### config.mk
export PLATFORM = sky130hd
export DESIGN_NAME = clk_period_meter
export DESIGN_NICKNAME = d
export VERILOG_FILES = /design/src/rtl/clk_period_meter.sv
export SDC_FILE = /design/constraint.sdc
export NUM_CORES = 1
export LEC_CHECK = 0
export BUFFER_PORTS_ARGS = -buffer_cell sky130_fd_sc_hd__buf_2
export CAP_MARGIN = 10
export CELL_PAD_IN_SITES_DETAIL_PLACEMENT = 1
export CELL_PAD_IN_SITES_GLOBAL_PLACEMENT = 1
export CORE_MARGIN = 3
export CORE_UTILIZATION = 45
export CTS_CLUSTER_DIAMETER = 100
export CTS_CLUSTER_SIZE = 28
export DETAILED_ROUTE_END_ITERATION = 10
export PLACE_DENSITY = 0.81
export SETUP_SLACK_MARGIN = 0.4
export SLEW_MARGIN = 30
export SYNTH_ARGS = -nofsm -noshare
export SYNTH_HDL_FRONTEND = slang
export SYNTH_SLANG_ARGS = --single-unit
### constraint.sdc
create_clock -name clk -period 5.93 [get_ports clk]
set_input_delay 0 -clock clk [delete_from_list [all_inputs] [get_ports clk]]
set_output_delay 0 -clock clk [all_outputs]
set_load 0.01 [all_outputs]
### src/rtl/clk_period_meter.sv
// rtl/clk_period_meter.sv - half/full period meter with lock and stall flags for a slow async clock
`timescale 1ns/1ps
module clk_period_meter #(
    parameter int CNT_W       = 25,
    parameter int EXPECT_HALF = 25000,
    parameter int TOL         = 16,
    parameter int LOCK_N      = 4,
    parameter int TIMEOUT     = 1000000
) (
    input  logic             clk,
    input  logic             rst,
    input  logic             en,
    input  logic             in_clk,
    output logic [CNT_W-1:0] half_cnt,
    output logic [CNT_W-1:0] period_cnt,
    output logic             valid,
    output logic             locked,
    output logic             stalled
);
    localparam int               RUN_W     = $clog2(LOCK_N + 1);
    localparam logic [CNT_W-1:0] CNT_MAX   = {CNT_W{1'b1}};
    localparam logic [CNT_W-1:0] TIMEOUT_C = CNT_W'(TIMEOUT);
    localparam logic [CNT_W-1:0] EXPECT_C  = CNT_W'(EXPECT_HALF);
    localparam logic [CNT_W-1:0] TOL_C     = CNT_W'(TOL);
    localparam logic [RUN_W-1:0] LOCK_C    = RUN_W'(LOCK_N);

    typedef enum logic [1:0] {IDLE, ACQ, MEAS, RUN} state_t;

    state_t           state, state_nxt;
    logic             s1, s2, s3;
    logic             in_edge, in_rise, in_tol, measure, timeout;
    logic [CNT_W-1:0] cnt, cnt_nxt, diff;
    logic [CNT_W-1:0] hi_half, hi_half_nxt, half_nxt, period_nxt;
    logic             hi_vld, hi_vld_nxt, valid_nxt, locked_nxt, stalled_nxt;
    logic [RUN_W-1:0] run_cnt, run_nxt;

    assign in_edge = s2 ^ s3;
    assign in_rise = s2 & ~s3;
    assign diff    = (cnt >= EXPECT_C) ? cnt - EXPECT_C : EXPECT_C - cnt;
    assign in_tol  = (diff <= TOL_C);
    assign measure = in_edge && (state == MEAS || state == RUN);
    // an edge in the same cycle as the timeout hit keeps the meter running
    assign timeout = (state != IDLE) && !in_edge && (cnt == TIMEOUT_C);

    always_comb begin
        state_nxt   = state;
        cnt_nxt     = cnt;
        hi_half_nxt = hi_half;
        hi_vld_nxt  = hi_vld;
        half_nxt    = half_cnt;
        period_nxt  = period_cnt;
        valid_nxt   = 1'b0;
        locked_nxt  = locked;
        stalled_nxt = stalled;
        run_nxt     = run_cnt;
        if (!en) begin
            state_nxt   = IDLE;
            cnt_nxt     = '0;
            hi_vld_nxt  = 1'b0;
            locked_nxt  = 1'b0;
            stalled_nxt = 1'b0;
            run_nxt     = '0;
        end else begin
            if (in_edge)
                cnt_nxt = {{(CNT_W-1){1'b0}}, 1'b1};
            else if (cnt != CNT_MAX)
                cnt_nxt = cnt + 1'b1;
            case (state)
                IDLE:    state_nxt = ACQ;
                ACQ:     if (in_edge) state_nxt = MEAS;
                MEAS:    if (in_edge) state_nxt = RUN;
                default: state_nxt = RUN;
            endcase
            if (in_edge)
                stalled_nxt = 1'b0;
            if (measure) begin
                half_nxt = cnt;
                if (in_tol) begin
                    run_nxt    = (run_cnt == LOCK_C) ? run_cnt : run_cnt + 1'b1;
                    locked_nxt = (run_nxt == LOCK_C);
                end else begin
                    run_nxt    = '0;
                    locked_nxt = 1'b0;
                end
            end
            // a period is a high half followed by its low half, closed on the rise
            if (in_edge && state == RUN) begin
                if (!in_rise) begin
                    hi_half_nxt = cnt;
                    hi_vld_nxt  = 1'b1;
                end else if (hi_vld) begin
                    period_nxt = hi_half + cnt;
                    valid_nxt  = 1'b1;
                end
            end
            if (timeout) begin
                state_nxt   = ACQ;
                stalled_nxt = 1'b1;
                locked_nxt  = 1'b0;
                run_nxt     = '0;
                hi_vld_nxt  = 1'b0;
            end
        end
    end

    always_ff @(posedge clk) begin
        if (!rst) begin
            state      <= IDLE;
            s1         <= 1'b0;
            s2         <= 1'b0;
            s3         <= 1'b0;
            cnt        <= '0;
            hi_half    <= '0;
            hi_vld     <= 1'b0;
            half_cnt   <= '0;
            period_cnt <= '0;
            valid      <= 1'b0;
            locked     <= 1'b0;
            stalled    <= 1'b0;
            run_cnt    <= '0;
        end else begin
            state      <= state_nxt;
            s1         <= in_clk;
            s2         <= s1;
            s3         <= s2;
            cnt        <= cnt_nxt;
            hi_half    <= hi_half_nxt;
            hi_vld     <= hi_vld_nxt;
            half_cnt   <= half_nxt;
            period_cnt <= period_nxt;
            valid      <= valid_nxt;
            locked     <= locked_nxt;
            stalled    <= stalled_nxt;
            run_cnt    <= run_nxt;
        end
    end
endmodule
==> impl_metrics.toml <==
[setup_path]
critPathBufInv = 1
crit_type = "reg -> reg"
slowest_delay_ps = 710
start_kind = "flop"
cp_cell_sequence = "ha_1 > inv_1 > fa_1 > nor2b_1 > o31a_1 > o21ai_1 > o31ai_1 > a221oi_1 > a2111oi_0 > a311oi_1 > xnor2_1 > a21oi_1"
endpoint_kind = "flop"
critPathArrivalTime_ps = 4110
crit_path_top_delay_cell = "a2111oi_0"
path_delay_family = "compound AO/OA/AOI/OAI gates"
cp_max_fo = 9
worstPathRequired_ps = 6150

[global_routing]
grt_use_total_pct = 24.9
grt_antenna_before_repair = 0
first_global_vias = 6243
grt-ovfl-total = 0
grt_pass1_wl_um = 32300
grt_max_degree = 85

[cells_and_area]
areaGrowthSynthToFinish_pct = 9.47
design.final.nets = 881
drive_above_1_share_pct = 11.2
diodes = 0

[synthesis]
syn_inst = 823
yosysSeqAreaShare_pct = 34.4
yosys_warnings = 0
ys.flop_type = "dfxtp_1"
ys_types = 70
synth_edf_count = 0
syn_area_per_cell_um2 = 7.91
ys_ff_latch = 112
synth_nets = 861
syn_area_um2 = 6510
async_flop_share_pct = 0

[drt]
wirelength_um = 19700
via_per_inst = 5.83
first_pass_iters = 4
route.detailed.drc = 0
postRouteAntennaNets = 0
vias = 5998
routedWlPerCell_um = 19.2
first_iter_violations = 344

[sta]
fin_worst_skew_ps = 12.6
tns_ps = 0
period_minus_slack_ps = 3890
drv_slew = 0
tightest_slew_ps = 916
finalHoldViolCount = 0
holdWs_ps = 340
rsz0062_at_grt = "no"
slew_headroom_pct = 38.8
period_share_pct = 65.6
fmax_mhz = 257
setup_viol = 0

[floorplanning]
num_rows = 43
io-pin-count = 57
die-area_um2 = 16000
die_h_um = 126
die_x_um = 126
core_area_um2 = 14000
initial_core_util_pct = 46.4

[power_and_ir_drop]
peakVddDrop_mv = 0.146
cellPowerDensity_nw_per_um2 = 195
leakagePower_nw = 2.76

[flow_run]
drv_cap = 0

[clocking]
clock-root-buffer = "clkbuf_16"
clock_path_buffers = 2
post_cts_buffers = 0
numCtsBuffers = 9
cts-resized-gates = 0
numClockSinks = 112
htreeDepth = 3
clk_pin_slew_ps = 80
cts_tree = "done"
insertion_delay_ps = 360
hold_buffers = 2

[place]
routabilityCongestion = 0.920
io_buffers = 56
dpl.hpwl_um = 14300

[hold_path]
min_path_type = "in -> reg"

[outcome]
status = "finished, final reports clean"
[logic make-up after synthesis]
family / synth area share (%)
xor gates and xnor gates: 6.46
and+or+nand+nor: 25.2
DFF: 34.4
muxes: 0.634
adders and majority gates: 6.65
buffers and inverters: 4.80
AOI/OAI and AO/OA: 21.9
[area by class of cell]
type / instances / area (um2)
inverters: 23 / 86.3
multi-input cells: 637 / 3970
flip-flops and latches: 112 / 2240
clock buffers: 10 / 229
fillers: 1746 / 6910
repair buffers: 60 / 315
well taps: 180 / 225
clock inverters: 6 / 60.1
[worst paths after layout]
check	start	end	slack [ps]	depth (start not counted)
worst max-delay path	cnt[0]$_SDFFE_PN0P_	period_cnt[24]$_SDFFE_PN0P_	2040	12
worst min-delay path	rst	period_cnt[1]$_SDFFE_PN0P_	340	3
worst max register to register	cnt[0]$_SDFFE_PN0P_	period_cnt[24]$_SDFFE_PN0P_	2040	12
worst min register to register	s1$_SDFF_PN0_	s2$_SDFF_PN0_	440	1
[through the flow]
step	total power [W]	utilization [%]	setup WS (ps)	cell area [um2]	cells
after floorplan	0.000794	-	2820	6510	823
after detailed placement	0.000802	48.5	2180	6810	1010
after global routing	0.00144	50.8	1810	7130	1028
after global placement	0.000801	48.5	2380	6810	1010
final	0.00139	50.8	2040	7130	1028
after CTS	0.00141	50.7	2140	7120	1028
[worst min-delay path, stage by stage]
cell	delay, ps
buf_2	100
buf_4	340
o211a_1	210
[sequential cells by signal (all words and copies together), names as in the netlist, 2 cells and up]
register,cells
run_cnt,3
cnt,25
half_cnt,25
period_cnt,25
hi_half,25
state,2
[power breakdown]
group          internal (W)  switching, W
sequential         0.000753    0.00000274
combinational     0.0000113     0.0000184
clock              0.000296      0.000311
[placed cells by master, fill, tap and decap left out, types with 6 or more instances in the layout]
| cell type | count |
|---|---|
| nand2_1 | 163 |
| dfxtp_1 | 112 |
| a21boi_0 | 56 |
| buf_2 | 56 |
| nor2_1 | 53 |
| a21oi_1 | 41 |
| o21ai_0 | 38 |
| ha_1 | 33 |
| xor2_1 | 26 |
| inv_1 | 23 |
| xnor2_1 | 22 |
| and2_1 | 19 |
| nand3_1 | 19 |
| nor3_1 | 15 |
| a31oi_1 | 12 |
| a21o_1 | 12 |
| nor2b_1 | 9 |
| clkbuf_16 | 9 |
| nand4_1 | 8 |
| o31ai_1 | 7 |
| nand2b_1 | 6 |
| or2_2 | 6 |
[routing by layer]
layer	vias to the layer above	global-route usage, %	wire length (um)
met1	2910	29.5	8420
met4	0	9.97	671
met5	-	0	0
li1	2902	-	-
met3	46	3.87	699
met2	140	44.9	9930
[synth_stat cells (3+ instances only)]
library cell  count  share of area [%]
or3_1             3               0.29
inv_1            23                1.3
nand3b_1          5               0.58
o31ai_1           7               0.81
a21o_1           12                1.4
a41oi_1           3               0.40
a311oi_1          3               0.40
o21a_1            5               0.58
ha_1             33                6.3
nand2b_1          6               0.58
nor2_1           53                3.1
nand2_1         163                9.4
a21oi_1          41                3.2
nor4_1            5               0.48
a211oi_1          5               0.58
nand4_1           8               0.77
a2111oi_0         4               0.54
and3_1            5               0.48
and4_1            4               0.54
nand3_1          21                1.6
clkbuf_1         39                2.2
o211ai_1          3               0.35
mux2i_1           3               0.46
o21ai_0          38                2.9
xnor2_1          22                3.0
buf_2             7               0.54
a21boi_0         56                6.5
xor2_1           26                3.5
buf_6             3               0.52
or2_2             6               0.58
and2_1           20                1.9
nor3_1           15                1.2
o31a_1            3               0.40
dfxtp_1         112                 34
a32oi_1           3               0.40
a31oi_1          12                1.2
nor2b_1           9               0.86
(Power assumes the default switching activity.)
